`src/rtl/datapath_ctrl_pkg.sv`:
```
// Shared definitions for the datapath controller: op encodings, FSM states,
// default data width.
package datapath_ctrl_pkg;

    localparam int unsigned DEF_W = 32;

    typedef enum logic [2:0] {
        OP_ADD  = 3'b000,
        OP_SUB  = 3'b001,
        OP_AND  = 3'b010,
        OP_OR   = 3'b011,
        OP_MUL  = 3'b100,
        OP_LDI  = 3'b101,
        OP_RSV6 = 3'b110,
        OP_RSV7 = 3'b111
    } op_t;

    typedef enum logic [1:0] {
        ST_IDLE  = 2'b00,
        ST_READ  = 2'b01,
        ST_EXEC  = 2'b10,
        ST_WRITE = 2'b11
    } state_t;

    // Reserved encodings retire without touching the register file.
    function automatic logic op_writes(input op_t op);
        return (op != OP_RSV6) && (op != OP_RSV7);
    endfunction

endpackage

```
`src/rtl/datapath_ctrl_mul.sv`:
```
// Iterative shift-add multiplier: one multiplier bit per cycle, LSB first,
// low W bits of the product available after W cycles.
module seq_multiplier
    import datapath_ctrl_pkg::*;
#(
    parameter int unsigned W = DEF_W
) (
    input  logic         i_clk,
    input  logic         i_rst_n,
    input  logic         i_start,
    input  logic [W-1:0] i_a,
    input  logic [W-1:0] i_b,
    output logic [W-1:0] o_product,
    output logic         o_valid,
    output logic         o_last
);

    localparam int unsigned CW = $clog2(W + 1);

    logic [W-1:0]  r_acc;
    logic [W-1:0]  r_mcand;
    logic [W-1:0]  r_mplier;
    logic [CW-1:0] r_count;
    logic          r_valid;

    always_ff @(posedge i_clk or negedge i_rst_n) begin
        if (!i_rst_n) begin
            r_acc    <= '0;
            r_mcand  <= '0;
            r_mplier <= '0;
            r_count  <= '0;
            r_valid  <= 1'b0;
        end else if (i_start) begin
            r_acc    <= '0;
            r_mcand  <= i_a;
            r_mplier <= i_b;
            r_count  <= CW'(W);
            r_valid  <= 1'b0;
        end else if (r_count != '0) begin
            if (r_mplier[0]) begin
                r_acc <= r_acc + r_mcand;
            end
            r_mcand  <= r_mcand << 1;
            r_mplier <= r_mplier >> 1;
            r_count  <= r_count - CW'(1);
            if (r_count == CW'(1)) begin
                r_valid <= 1'b1;
            end
        end
    end

    assign o_product = r_acc;
    assign o_valid   = r_valid;
    // High during the cycle whose closing edge performs the final step.
    assign o_last    = (r_count == CW'(1));

endmodule

```
`src/rtl/datapath_ctrl.sv`:
```
// Single-issue controller: accepts one instruction, reads two registers,
// executes (ALU or iterative MUL) and writes the result back.
module datapath_ctrl
    import datapath_ctrl_pkg::*;
#(
    parameter int unsigned W = DEF_W
) (
    input  logic         clk,
    input  logic         reset,
    input  logic         instr_valid,
    output logic         instr_ready,
    input  logic [2:0]   op,
    input  logic [1:0]   rd,
    input  logic [1:0]   rs1,
    input  logic [1:0]   rs2,
    input  logic [W-1:0] imm,
    input  logic [W-1:0] rf_out1,
    input  logic [W-1:0] rf_out2,
    output logic [1:0]   rf_addr_out1,
    output logic [1:0]   rf_addr_out2,
    output logic         rf_we,
    output logic [1:0]   rf_addr_input,
    output logic [W-1:0] rf_data,
    output logic         busy,
    output logic         done
);

    state_t       r_state;
    state_t       w_next;
    op_t          r_op;
    logic [1:0]   r_rd;
    logic [1:0]   r_rs1;
    logic [1:0]   r_rs2;
    logic [W-1:0] r_imm;
    logic [W-1:0] r_a;
    logic [W-1:0] r_b;
    logic [W-1:0] r_result;
    logic [W-1:0] w_alu;
    logic         w_accept;
    logic         w_mul_start;
    logic [W-1:0] w_mul_product;
    logic         w_mul_valid;
    logic         w_mul_last;

    assign w_accept    = instr_valid && (r_state == ST_IDLE);
    // Multiplier loads straight from the read ports at the same edge as A/B.
    assign w_mul_start = (r_state == ST_READ) && (r_op == OP_MUL);

    seq_multiplier #(.W(W)) u_mul (
        .i_clk     (clk),
        .i_rst_n   (reset),
        .i_start   (w_mul_start),
        .i_a       (rf_out1),
        .i_b       (rf_out2),
        .o_product (w_mul_product),
        .o_valid   (w_mul_valid),
        .o_last    (w_mul_last)
    );

    always_ff @(posedge clk or negedge reset) begin
        if (!reset) begin
            r_state <= ST_IDLE;
        end else begin
            r_state <= w_next;
        end
    end

    always_comb begin
        w_next      = r_state;
        instr_ready = 1'b0;
        done        = 1'b0;
        rf_we       = 1'b0;
        case (r_state)
            ST_IDLE: begin
                instr_ready = 1'b1;
                if (w_accept) begin
                    w_next = ST_READ;
                end
            end
            ST_READ: w_next = ST_EXEC;
            ST_EXEC: begin
                if ((r_op != OP_MUL) || w_mul_last) begin
                    w_next = ST_WRITE;
                end
            end
            ST_WRITE: begin
                done   = 1'b1;
                rf_we  = op_writes(r_op);
                w_next = ST_IDLE;
            end
            default: w_next = ST_IDLE;
        endcase
    end

    always_comb begin
        w_alu = '0;
        case (r_op)
            OP_ADD:  w_alu = r_a + r_b;
            OP_SUB:  w_alu = r_a - r_b;
            OP_AND:  w_alu = r_a & r_b;
            OP_OR:   w_alu = r_a | r_b;
            OP_LDI:  w_alu = r_imm;
            default: w_alu = '0;
        endcase
    end

    always_ff @(posedge clk or negedge reset) begin
        if (!reset) begin
            r_op     <= OP_ADD;
            r_rd     <= '0;
            r_rs1    <= '0;
            r_rs2    <= '0;
            r_imm    <= '0;
            r_a      <= '0;
            r_b      <= '0;
            r_result <= '0;
        end else begin
            if (w_accept) begin
                r_op  <= op_t'(op);
                r_rd  <= rd;
                r_rs1 <= rs1;
                r_rs2 <= rs2;
                r_imm <= imm;
            end
            if (r_state == ST_READ) begin
                r_a <= rf_out1;
                r_b <= rf_out2;
            end
            if ((r_state == ST_EXEC) && (r_op != OP_MUL)) begin
                r_result <= w_alu;
            end
        end
    end

    assign busy          = (r_state != ST_IDLE);
    assign rf_addr_out1  = r_rs1;
    assign rf_addr_out2  = r_rs2;
    assign rf_addr_input = r_rd;
    assign rf_data       = ((r_op == OP_MUL) && w_mul_valid) ? w_mul_product : r_result;

endmodule

```
`config.mk`:
```
export PLATFORM = sky130hd
export DESIGN_NAME = datapath_ctrl
export DESIGN_NICKNAME = d
export VERILOG_FILES = /design/src/rtl/datapath_ctrl_pkg.sv /design/src/rtl/datapath_ctrl_mul.sv /design/src/rtl/datapath_ctrl.sv
export SDC_FILE = /design/constraint.sdc
export NUM_CORES = 1
export LEC_CHECK = 0
export CAP_MARGIN = 20
export CORE_UTILIZATION = 52
export DETAILED_ROUTE_END_ITERATION = 12
export PLACE_DENSITY = 0.87
export SETUP_SLACK_MARGIN = 0.15
export SYNTH_ARGS = -nofsm -noshare
export SYNTH_HDL_FRONTEND = slang
export SYNTH_SLANG_ARGS = --single-unit
export TNS_END_PERCENT = 100
```
`constraint.sdc`:
```
create_clock -name clk -period 4.3 [get_ports clk]
set_clock_uncertainty 0.15 [all_clocks]
set_input_delay 0.43 -clock clk [delete_from_list [all_inputs] [get_ports clk]]
set_output_delay 0.43 -clock clk [all_outputs]
set_load 0.005 [all_outputs]
```
==> results of run 1 <==
## synthesized netlist by cell type (6+ instances only)
library cell	number	area, sq um
sky130_fd_sc_hd__mux2_2	133	1498
sky130_fd_sc_hd__xnor2_1	43	376.6
sky130_fd_sc_hd__o211ai_1	6	45.04
sky130_fd_sc_hd__and3_1	8	50.05
sky130_fd_sc_hd__a31oi_1	9	56.30
sky130_fd_sc_hd__xor2_1	40	350.3
sky130_fd_sc_hd__buf_1	16	60.06
sky130_fd_sc_hd__nand2b_1	13	81.33
sky130_fd_sc_hd__and2_1	9	56.30
sky130_fd_sc_hd__maj3_1	31	310.3
sky130_fd_sc_hd__mux2i_1	61	610.6
sky130_fd_sc_hd__a21o_1	32	240.2
sky130_fd_sc_hd__ha_1	71	888.4
sky130_fd_sc_hd__o31ai_1	9	67.56
sky130_fd_sc_hd__nand3_1	21	105.1
sky130_fd_sc_hd__a22oi_1	12	90.09
sky130_fd_sc_hd__or3_1	8	50.05
sky130_fd_sc_hd__clkbuf_1	60	225.2
sky130_fd_sc_hd__o221ai_1	8	70.07
sky130_fd_sc_hd__a21oi_1	91	455.4
sky130_fd_sc_hd__o21ai_0	135	675.7
sky130_fd_sc_hd__o21a_1	7	52.55
sky130_fd_sc_hd__inv_1	28	105.1
sky130_fd_sc_hd__a211oi_1	8	60.06
sky130_fd_sc_hd__nand2_1	189	709.4
sky130_fd_sc_hd__nor2_1	57	214.0
sky130_fd_sc_hd__dfrtp_1	242	6056
sky130_fd_sc_hd__nor2b_1	8	50.05
sky130_fd_sc_hd__a222oi_1	18	180.2
sky130_fd_sc_hd__nor3_1	15	75.07
## cell type report
cell class	instances	share of cell area, %
Clock buffer	32	3.898
Clock inverter	16	1.004
Inverter	28	0.5816
Multi-Input combinational cell	1102	45.74
Sequential cell	242	33.51
Tap cell	372	2.575
Timing Repair Buffer	246	12.70
## flip-flops by register name (all words and copies together), names as in the netlist
name,cells
r_a,32
r_b,32
r_imm,32
r_result,32
u_mul.o_product,32
u_mul.r_mcand,32
u_mul.r_mplier,32
u_mul.r_count,6
r_op,3
r_state,2
rf_addr_input,2
rf_addr_out1,2
rf_addr_out2,2
u_mul.o_valid,1
## metrics by stage
step           utilization (%)  total power, mW
5_1_grt                  66.69            18.28
3_5_place_dp             61.69            13.67
3_3_place_gp             61.69            13.29
4_1_cts                  65.71            16.42
2_1_floorplan                -            10.56
6_report                 66.69            17.21
## worst max-delay path: stages, from the launching register on
cell                       delay, ps
sky130_fd_sc_hd__dfrtp_1         380
sky130_fd_sc_hd__or4_4           550
sky130_fd_sc_hd__or3_4           340
sky130_fd_sc_hd__or3_4           330
sky130_fd_sc_hd__or2_4           270
sky130_fd_sc_hd__nand2b_4        160
sky130_fd_sc_hd__buf_4           150
sky130_fd_sc_hd__buf_4           120
sky130_fd_sc_hd__buf_6           110
sky130_fd_sc_hd__o31ai_4         210
sky130_fd_sc_hd__xor2_1          200
sky130_fd_sc_hd__ha_1            300
sky130_fd_sc_hd__a21o_1          220
sky130_fd_sc_hd__a21oi_2         140
sky130_fd_sc_hd__o41ai_2          80
sky130_fd_sc_hd__buf_4           160
sky130_fd_sc_hd__a21oi_4         130
sky130_fd_sc_hd__xnor2_2          70
sky130_fd_sc_hd__a222oi_1        280
sky130_fd_sc_hd__o21ai_1         120
## power by group
| part | switching (mW) | internal, mW | total, mW | leakage, nW |
|---|---|---|---|---|
| logic | 5.44 | 5.10 | 10.5 | 4.83 |
| clock network | 0.974 | 1.35 | 2.33 | 0.428 |
| registers | 1.04 | 3.30 | 4.34 | 3.02 |
| total | 7.45 | 9.76 | 17.2 | 8.28 |
## placed cells by master (no fill, tap or decap), drive strengths merged, types with 7 or more instances in the layout
master         instances
mux2                 133
mux2i                 61
a211oi                 8
or3                    9
clkinv                 9
and3                   8
maj3                  31
nand2b                14
clkbuf                32
o21a                   7
clkdlybuf4s50        148
nand2                189
dfrtp                242
and2                   9
o31ai                 10
buf                   97
inv                   29
o221ai                 8
ha                    71
nor2b                  8
nor3                  15
xor2                  40
a21oi                 91
a22oi                 12
nand3                 21
a222oi                18
nor2                  57
a21o                  32
a31oi                  9
o21ai                138
xnor2                 43
## repair_timing
item,in CTS,in global routing
hold buffers,1,0
gates resized for setup,24,40
pin swaps,16,38
setup endpoints to repair,10,18
buffers inserted,11,8
endpoints found under the hold margin,125,0
## worst min path at each step
stage          cells after the start           endpoint          from
6_report                           3  u_mul.r_mcand[26]   rf_out1[26]
5_1_grt                            2          r_imm[30]       imm[30]
4_1_cts                            3  u_mul.r_mcand[26]   rf_out1[26]
3_5_place_dp                       2       r_result[10]  r_result[10]
3_3_place_gp                       2        r_result[8]   r_result[8]
2_1_floorplan                      0             r_a[0]         reset
## metal layers
| metal | vias up | GRT usage, % | wire [microns] |
|---|---|---|---|
| met4 | 0 | 12.61 | 1654 |
| li1 | 5646 | - | - |
| met3 | 117 | 3.531 | 2965 |
| met1 | 5967 | 39.47 | 17590 |
| met2 | 516 | 46.08 | 19390 |
| met5 | - | 0 | 0 |
## cells by family (layout without fill, tap and decap cells)
kind of cell	after synthesis	after routing
multiplexers	194	194
adder cells (fa/ha/maj)	104	104
AO/OA/AOI/OAI	371	371
XOR/XNOR	83	83
AND/OR/NAND/NOR	350	350
buffers and inverters	105	322
flip-flops	242	242
==> Flow_metrics.wiki, run 1 <==
{| class="wikitable"
! Metric !! Value
|-
| Crit path time final || ~4600 ps
|-
| Post-route insts no fill || around 2k
|-
| Clock transition time at the flip-flop clock pins of the worst setup and hold paths || 70 ps
|-
| Number of detailed-routing iterations run before antenna repair || 6
|-
| Detailed-route DRC error count || 0
|-
| Worst R2R Path Depth || 19
|-
| Synth unique cells || 67
|-
| Estimated wirelength of the detail-placed design || just under 30000 microns
|-
| Class of the tightest hold or removal check || input port to register
|-
| Average wire per cell in the routed design || around 20 microns
|-
| Arithmetic-cell share of the synthesized area counting full adders, half adders and majority gates || under 10%
|-
| Input/output buffers || 149
|-
| Post-Route Hold Slack || 324.2 ps
|-
| CTS tree || built
|-
| Multiplexer area fraction after synthesis || 14.62%
|-
| Endpoint class of the critical path || register
|-
| Ports || 150
|-
| Critical Path AT || 4890 ps
|-
| Count of synthesis-stage warnings from yosys || 0
|-
| Share of the clock period used by the worst path || 107.5%
|-
| Core Box Area || 27100 sq um
|-
| Worst slew slack as a fraction of its limit || 20.47%
|-
| Max Slew Vio Count || 0
|-
| Area grow syn2layout || 25.32%
|-
| First-pass GRT wire length || 64380 microns
|-
| Number of buffers created by CTS || 26
|-
| Syn Inst Count || 1449
|-
| Maximum number of pins on one net before global-route repair || 129
|-
| RSZ-0062 raised after global routing || yes
|-
| Antenna violations before repair || 1
|-
| Fin nets || 1827
|-
| Beginning of the critical path || r_b[8]
|-
| Power density of the placed cells || 952.2 nW/um^2
|-
| Via Count || 12.25k
|-
| Critical Path Sink || r_result[27]
|-
| Overflow left after global routing || 0
|-
| Area used by multi-input combinational logic || 8265 sq um
|-
| Maximum clock path buffer count || 3
|-
| Fraction of final layout cells with drive strength greater than 1 || 19.63%
|-
| Launching point of the worst reg2reg path || r_b[8]
|-
| # H-tree levels || 1
|-
| Final setup violation count || 8
|-
| Most instantiated flip-flop cell in the synthesis netlist || sky130_fd_sc_hd__dfrtp_1
|-
| Die Span Y || ~170 microns
|-
| CTS Sinks || 242
|-
| Post-synthesis sequential element count || approximately 240
|-
| Crit Reg-Reg Endpoint || r_result[27]
|-
| Total global routing track utilization || 28.78%
|-
| Fraction of the mapped netlist area in compound gates || 16.15%
|-
| Pre-CTS WS || -243.4 ps
|-
| Overall routed net length || 41590 microns
|-
| Register area || 6056 sq um
|-
| Slew at the pin closest to its max-slew limit || ~1200 ps
|-
| Syn nets || about 1.6k
|-
| Count of routing violations after the opening detailed-route iteration || 1171
|-
| Leakage Power || 8.276 nW
|-
| Final standard cell area without fillers || 18070 sq um
|-
| Number of global-route vias before repair || 12.07k
|-
| Post-route setup slack || -322.0 ps
|-
| Placed Area || approximately 17000 sq um
|-
| Initial core utilization || 53.21%
|-
| Register-to-register setup slack || -320 ps
|-
| Post-synthesis instance area || 14420 sq um
|-
| VDD IR max || 0.4416 mV
|-
| Standard-cell rows || 60
|-
| Post-synthesis share of cell area spent on and, or, nand and nor gates || 10.87%
|-
| Violations in the final reports || negative setup slack
|-
| Max-cap violation count || 0
|-
| Overall die area || 28400 sq um
|-
| Max Clk Rate || 216.4 MHz
|-
| Worst Setup Path Type || register to register
|-
| Fillcell total || 1985
|-
| Sum of negative setup slack || -1697 ps
|-
| Global placement routability congestion || 0.9146
|-
| Result of the run || finished with violations
|-
| Startpoint type of the worst setup path || register
|-
| Die extent in x || roughly 170 microns
|-
| Share of async-settable or async-resettable flops after synthesis || 100.0%
|-
| XOR/XNOR Fraction of Synth Area || 5.041%
|-
| Count of inserted antenna diode cells || 0
|-
| Required arrival time at the worst endpoint || 4570 ps
|-
| Worst skew pair latency || 540 ps
|-
| EDFF count, synth || 0
|-
| Dominant combinational cell family by area after synthesis || compound AO/OA/AOI/OAI gates
|-
| Mean instance size in the synthesized netlist || ~10 sq um
|-
| Library cell used as clock root buffer || sky130_fd_sc_hd__clkbuf_16
|-
| Crit Path Max Fanout || 4
|-
| Vias/cell || approximately 6
|-
| Final ANT Viol Nets || 0
|-
| Hold Vio Cnt, Final || 0
|-
| Total placed cells including tap cells || 1969
|-
| Seq/Total Area, Yosys || 41.99%
|}
Note: power is estimated with default switching activity, not from simulation.
==> run 2: changes to the inputs <==
--- a/config.mk
+++ b/config.mk
@@ -6,9 +6,9 @@
 export NUM_CORES = 1
 export LEC_CHECK = 0
 export CAP_MARGIN = 20
-export CORE_UTILIZATION = 52
+export CORE_UTILIZATION = 55
 export DETAILED_ROUTE_END_ITERATION = 12
-export PLACE_DENSITY = 0.87
+export PLACE_DENSITY = 0.88
 export SETUP_SLACK_MARGIN = 0.15
 export SYNTH_ARGS = -nofsm -noshare
 export SYNTH_HDL_FRONTEND = slang
==> constraint.sdc (replaced) <==
create_clock -name clk -period 4.9 [get_ports clk]
set_clock_uncertainty 0.15 [all_clocks]
set_input_delay 0.49 -clock clk [delete_from_list [all_inputs] [get_ports clk]]
set_output_delay 0.49 -clock clk [all_outputs]
set_load 0.005 [all_outputs]
==> Flow_metrics.wiki, run 2 (synthesized netlist as in run 1, its figures left out) <==
{| class="wikitable"
! Metric !! Value
|-
| Result of the run || completed
|-
| Number of detailed-routing iterations run before antenna repair || 7 (+1)
|-
| Register-to-register setup slack || 310 ps (+630 ps)
|-
| Max Clk Rate || 218.0 MHz (+0.74%)
|-
| Slew at the pin closest to its max-slew limit || 1054 ps (-137.8 ps)
|-
| Detailed-route DRC error count || 0 (unchanged)
|-
| Area grow syn2layout || 19.41%
|-
| Count of inserted antenna diode cells || 0 (unchanged)
|-
| Via Count || 11.97k (-2.3%)
|-
| Overall routed net length || 39030 microns (-6.2%)
|-
| Hold Vio Cnt, Final || 0 (unchanged)
|-
| CTS tree || built
|-
| Crit path time final || 4588 ps (-33.83 ps)
|-
| Count of routing violations after the opening detailed-route iteration || 1055 (-9.9%)
|-
| RSZ-0062 raised after global routing || yes
|-
| Relative contribution of sequential cells to total power || 27.9% (+2.7 points)
|-
| Power density of the placed cells || 799.5 nW/um^2 (-16%)
|-
| Crit Path Max Fanout || 5 (+1)
|-
| Worst slew slack as a fraction of its limit || 29.49% (+9.0 points)
|-
| Estimated wirelength of the detail-placed design || 27810 microns (-5.3%)
|-
| Cell-internal power || 7.753 mW (-21%)
|-
| Number of global-route vias before repair || 11.60k (-3.9%)
|-
| Maximum clock path buffer count || 3 (unchanged)
|-
| Standard-cell rows || 58 (-3.3%)
|-
| Launching point of the worst reg2reg path || r_b[4]
|-
| Worst skew pair latency || 540 ps (about the same)
|-
| Overflow left after global routing || 0 (unchanged)
|-
| Initial core utilization || 56.62% (+3.4 points)
|-
| Global placement routability congestion || 0.9521 (+4.1%)
|-
| Worst R2R Path Depth || 18 (-1)
|-
| Max Slew Vio Count || 0 (unchanged)
|-
| Portion of total power attributed to the clock network || 14.2% (+0.7 points)
|-
| First-pass GRT wire length || 61440 microns (-4.6%)
|-
| NetSw || 6.015 mW (-19%)
|-
| Die extent in x || 163.9 microns (-2.7%)
|-
| Number of buffers created by CTS || 26 (unchanged)
|-
| Worst Setup Path Type || register to register
|-
| Ports || 150 (unchanged)
|-
| Commonest non-fill, non-tap cell in the layout || sky130_fd_sc_hd__dfrtp_1
|-
| Overall die area || 26870 sq um (-5.4%)
|-
| Combinational group share of total power || 57.9% (-3.3 points)
|-
| Die Span Y || 163.9 microns (-2.7%)
|-
| Core Box Area || 25470 sq um (-6.0%)
|-
| Library cell used as clock root buffer || sky130_fd_sc_hd__clkbuf_16
|-
| Input/output buffers || 149 (unchanged)
|-
| Switching share of total power || 43.69% (+0.39 points)
|-
| Average wire per cell in the routed design || 20.27 microns (-0.69%)
|-
| Clock transition time at the flip-flop clock pins of the worst setup and hold paths || 70 ps (about the same)
|-
| Required arrival time at the worst endpoint || 5140 ps (+570 ps)
|-
| Max-cap violation count || 0 (unchanged)
|-
| Final ANT Viol Nets || 0 (unchanged)
|-
| Vias/cell || 6.213 (+3.4%)
|-
| Class of the tightest hold or removal check || register to register
|-
| Hold EP || r_result[2]
|-
| VDD IR max || 0.4338 mV (-1.8%)
|-
| Crit Reg-Reg Endpoint || r_result[25]
|-
| Hold-critical path depth || 2 (-1)
|-
| Final Core Density || 67.60% (+0.92 points)
|-
| Overall Power || 13.77 mW (-20%)
|-
| Sum of negative setup slack || 0 ps (+1697 ps)
|-
| Share of the clock period used by the worst path || 93.64% (-14 points)
|-
| # H-tree levels || 1 (unchanged)
|-
| Startpoint of the most critical hold path || r_result[2]
|-
| Final setup violation count || 0 (-8)
|-
| Leakage Power || 7.847 nW (-5.2%)
|-
| Endpoint class of the critical path || register
|-
| Antenna violations before repair || 1 (unchanged)
|-
| CTS Sinks || 242 (unchanged)
|-
| Critical Path AT || 4830 ps (-60 ps)
|-
| Maximum number of pins on one net before global-route repair || 122 (-5.4%)
|-
| Most frequent cells in the layout || 240 x sky130_fd_sc_hd__dfrtp_1, 187 x sky130_fd_sc_hd__nand2_1, 148 x sky130_fd_sc_hd__clkdlybuf4s50_1
|-
| Fin nets || 1758 (-3.8%)
|-
| Total global routing track utilization || 29.27% (+0.50 points)
|-
| Startpoint type of the worst setup path || register
|-
| Fraction of final layout cells with drive strength greater than 1 || 14.47% (-5.2 points)
|}
-- run 2: layer usage --
| layer | global-route usage, % | wire length [microns] |
|---|---|---|
| met1 | 40.89 | 16570 |
| met2 | 46.82 | 18060 |
| met3 | 3.586 | 3092 |
| met4 | 10.73 | 1299 |
| met5 | 0 | 12 |
-- run 2: worst max-delay path, cell delays in order (launching register included) --
cell and delay, ps:
sky130_fd_sc_hd__dfrtp_2 440, sky130_fd_sc_hd__or3_4 410, sky130_fd_sc_hd__or3_4 400, sky130_fd_sc_hd__or3_1 380, sky130_fd_sc_hd__or2_4 260, sky130_fd_sc_hd__nand2b_4 170, sky130_fd_sc_hd__o21ai_2 150, sky130_fd_sc_hd__xor2_1 180
sky130_fd_sc_hd__ha_1 300, sky130_fd_sc_hd__and4_2 280, sky130_fd_sc_hd__a221oi_2 240, sky130_fd_sc_hd__inv_1 100, sky130_fd_sc_hd__a31oi_4 180, sky130_fd_sc_hd__buf_4 150, sky130_fd_sc_hd__nor2_1 50, sky130_fd_sc_hd__a31oi_1 170
sky130_fd_sc_hd__xnor2_1 80, sky130_fd_sc_hd__a222oi_1 250, sky130_fd_sc_hd__o21ai_1 110
-- run 2: worst max-delay path by stage --
stage	start	slack (ps)	depth (start not counted)	to
4_1_cts	r_b[4]	160	17	r_result[31]
3_5_place_dp	r_b[4]	50	17	r_result[31]
2_1_floorplan	r_b[8]	490	17	r_result[31]
3_3_place_gp	r_b[4]	160	17	r_result[31]
5_1_grt	r_b[4]	80	18	r_result[25]
6_report	r_b[4]	310	18	r_result[25]
-- run 2: cell type report --
cell class                      instances  area [sq um]
Clock buffer                           38         767.0
Clock inverter                          9         86.33
Fill cell                            1820          8252
Inverter                               28         105.1
Multi-Input combinational cell       1102          8053
Sequential cell                       242          6058
Tap cell                              330         412.9
Timing Repair Buffer                  177          1738
-- run 2: through the flow --
stage / setup slack [ps] / cell area (sq um) / hold slack, ps / cells
2_1_floorplan: 487.6 / 14420 / 44.41 / 1449
3_3_place_gp: 161.4 / 16240 / 309.9 / 1872
3_5_place_dp: 48.86 / 16240 / 318.6 / 1872
4_1_cts: 156.0 / 17150 / 333.2 / 1924
5_1_grt: 84.86 / 17220 / 354.6 / 1926
6_report: 311.8 / 17220 / 330.3 / 1926
-- run 2: power by group through the flow --
stage	clock network, mW	logic, mW	registers [mW]
floorplan	0	5.80	3.44
global placement	0	7.27	3.76
detailed placement	0	7.55	3.80
CTS	1.98	7.72	3.79
global route	2.06	8.69	3.92
finish	1.96	7.97	3.84
-- run 2: repair_timing --
item | 4_1_cts | 5_1_grt
gates resized for setup | 3 | 14
setup buffers | 4 | 1
setup endpoints to repair | 1 | 7
hold endpoints to repair | 118 | 0
pin swaps | 3 | 8
cloned | 0 | 0
hold buffers | 1 | 0
==> run 3: changes to the inputs <==
--- a/config.mk
+++ b/config.mk
@@ -6,8 +6,10 @@
 export NUM_CORES = 1
 export LEC_CHECK = 0
 export CAP_MARGIN = 20
+export CORE_MARGIN = 8
 export CORE_UTILIZATION = 55
 export DETAILED_ROUTE_END_ITERATION = 12
+export GPL_TIMING_DRIVEN = 1
 export PLACE_DENSITY = 0.88
 export SETUP_SLACK_MARGIN = 0.15
 export SYNTH_ARGS = -nofsm -noshare
==> Flow_metrics.wiki, run 3 (synthesized netlist as in run 1, its figures left out) <==
{| class="wikitable"
! Metric !! Value
|-
| Result of the run || completed
|-
| Crit path time final || 4717 ps (+128.6 ps)
|-
| Clock transition time at the flip-flop clock pins of the worst setup and hold paths || 60 ps (about the same)
|-
| CTS tree || built
|-
| Library cell used as clock root buffer || sky130_fd_sc_hd__clkbuf_16
|-
| Register-to-register setup slack || 180 ps (-130 ps)
|-
| Endpoint class of the critical path || register
|-
| Sum of negative setup slack || 0 ps (unchanged)
|-
| Total global routing track utilization || 25.77% (-3.5 points)
|-
| Initial core utilization || 55.66% (-0.96 points)
|-
| Detailed-route DRC error count || 0 (unchanged)
|-
| Count of routing violations after the opening detailed-route iteration || 1187 (+13%)
|-
| Cells along the critical path || or4_4 -> or3_4 -> or3_4 -> or2_4 -> nand2b_4 -> o41ai_4 -> xor2_1 -> ha_1 -> a21o_1 -> a21o_1 -> a21o_1 -> a21oi_2 -> o41ai_4 -> a21oi_2 -> xnor2_1 -> a222oi_1 -> o21ai_1
|-
| Number of buffers created by CTS || 27 (+3.8%)
|-
| Power density of the placed cells || 814.6 nW/um^2 (+1.9%)
|-
| Beginning of the critical path || r_b[9]
|-
| Startpoint type of the worst setup path || register
|-
| Fillcell total || 1807 (-0.71%)
|-
| Die extent in x || 177.9 microns (+8.5%)
|-
| Commonest non-fill, non-tap cell in the layout || sky130_fd_sc_hd__dfrtp_1
|-
| Vias/cell || 6.249 (+0.59%)
|-
| Die Span Y || 177.9 microns (+8.5%)
|-
| Maximum clock path buffer count || 3 (unchanged)
|-
| VDD IR max || 0.3295 mV (-24%)
|-
| Input/output buffers || 149 (unchanged)
|-
| Final setup violation count || 0 (unchanged)
|-
| Most frequent cells in the layout || 242 x sky130_fd_sc_hd__dfrtp_1, 187 x sky130_fd_sc_hd__nand2_1, 148 x sky130_fd_sc_hd__clkdlybuf4s50_1
|-
| Leakage Power || 7.963 nW (+1.5%)
|-
| Number of global-route vias before repair || 12.26k (+5.7%)
|-
| Average wire per cell in the routed design || 21.50 microns (+6.1%)
|-
| Launching point of the worst reg2reg path || r_b[9]
|-
| Required arrival time at the worst endpoint || 5130 ps (about the same)
|-
| Global placement routability congestion || 0.9778 (+2.7%)
|-
| Hold Vio Cnt, Final || 0 (unchanged)
|-
| Share of the clock period used by the worst path || 96.26% (+2.6 points)
|-
| Startpoint of the most critical hold path || r_result[23]
|-
| Max-cap violation count || 0 (unchanged)
|-
| Core Box Area || 25910 sq um (+1.7%)
|-
| Estimated wirelength of the detail-placed design || 29110 microns (+4.7%)
|-
| Overall routed net length || 41790 microns (+7.1%)
|-
| Fin nets || 1772 (+0.80%)
|-
| CTS Sinks || 242 (unchanged)
|-
| Max Clk Rate || 212.0 MHz (-2.7%)
|-
| Final ANT Viol Nets || 0 (unchanged)
|-
| Overall die area || 31660 sq um (+18%)
|-
| RSZ-0062 raised after global routing || yes
|-
| Worst skew pair latency || 540 ps (about the same)
|-
| Maximum number of pins on one net before global-route repair || 132 (+8.2%)
|-
| Standard-cell rows || 59 (+1.7%)
|-
| Crit-path max cell delay || 570 ps (+130 ps)
|-
| Slew at the pin closest to its max-slew limit || 1111 ps (+57.07 ps)
|-
| Count of inserted antenna diode cells || 0 (unchanged)
|-
| Overflow left after global routing || 0 (unchanged)
|-
| Crit Path Max Fanout || 4 (-1)
|-
| Area grow syn2layout || 20.66%
|-
| Ports || 150 (unchanged)
|-
| Cell repeated most along the worst path || sky130_fd_sc_hd__a21o_1
|-
| Master of the slowest instance on the critical path || sky130_fd_sc_hd__or4_4
|-
| First-pass GRT wire length || 65620 microns (+6.8%)
|-
| Fraction of final layout cells with drive strength greater than 1 || 15.29% (+0.82 points)
|-
| Number of detailed-routing iterations run before antenna repair || 9 (+2)
|-
| Critical Path AT || 4940 ps (+110 ps)
|-
| Post-route insts no fill || 1944 (+0.93%)
|-
| Worst slew slack as a fraction of its limit || 25.75% (-3.7 points)
|-
| # H-tree levels || 1 (unchanged)
|-
| Class of the tightest hold or removal check || register to register
|-
| Max Slew Vio Count || 0 (unchanged)
|-
| Via Count || 12.15k (+1.5%)
|-
| Antenna violations before repair || 0 (-1)
|-
| Total placed cells including tap cells || 1882 (+0.53%)
|-
| Worst Setup Path Type || register to register
|}
run 3: cell types whose count changed in the layout (fill, tap and decap cells not counted), moves of 2 or more:
cell	change
sky130_fd_sc_hd__buf_4	+15
sky130_fd_sc_hd__bufinv_16	+3
sky130_fd_sc_hd__dfrtp_1	+2
sky130_fd_sc_hd__dfrtp_2	-2
sky130_fd_sc_hd__o41ai_2	-2
sky130_fd_sc_hd__o41ai_4	+2
run 3: repair_timing:
item,CTS,global route
pin swaps,5,14
resized for setup,3,18
buffers inserted,4,10
endpoints found under the hold margin,123,0
setup endpoints to repair,3,6
hold buffers,1,0
cloned,0,0
run 3: metal layers:
metal	global-route usage, %	up-vias	share of wire (%)
met5	0	-	0
met4	10.21	0	3.8
met3	4.447	110	8.5
met2	41.57	560	47
met1	34.02	5947	41
li1	-	5532	-
run 3: layout make-up:
cell class	count	area [sq um]	share of cell area (%)
Clock buffer	36	749.5	4.307
Timing Repair Buffer	190	1819	10.46
Multi-Input combinational cell	1102	8087	46.47
Tap cell	335	419.2	2.409
Inverter	28	105.1	0.6040
Sequential cell	242	6056	34.80
Clock inverter	11	165.2	0.9492
run 3: worst paths after layout:
check | cells after the start | to
worst max-delay path | 17 | r_result[27]
worst min-delay path | 2 | r_result[23]
worst max register to register | 17 | r_result[27]
worst min register to register | 2 | r_result[23]
max in group asynchronous | 3 | u_mul.r_count[2]
min in group asynchronous | 2 | r_imm[1]
run 3: per-stage QoR:
step	hold WS (ps)	cell area [sq um]	setup slack, ps	total power, mW	utilization (%)
floorplan	44.41	14420	487.6	9.243	-
CTS	330.6	17240	159.5	13.71	66.54
global placement	308.8	16270	210.3	11.05	62.81
detailed placement	317.1	16270	11.91	11.38	62.81
global route	347.1	17400	10.26	15.08	67.15
finish	328.0	17400	183.2	14.17	67.15
run 3: worst max-delay path, delay by kind of cell, from the launching register on:
family,cells,cell delay [ps]
xor+xnor,2,270
fa+ha+maj,1,300
simple gates,5,1700
flops,1,400
compound gates,9,1730
run 3: power breakdown:
group	switching [mW]	internal, mW
Combinational	4.38	3.82
Sequential	0.969	2.90
Clock	0.827	1.28
Total	6.17	8.00
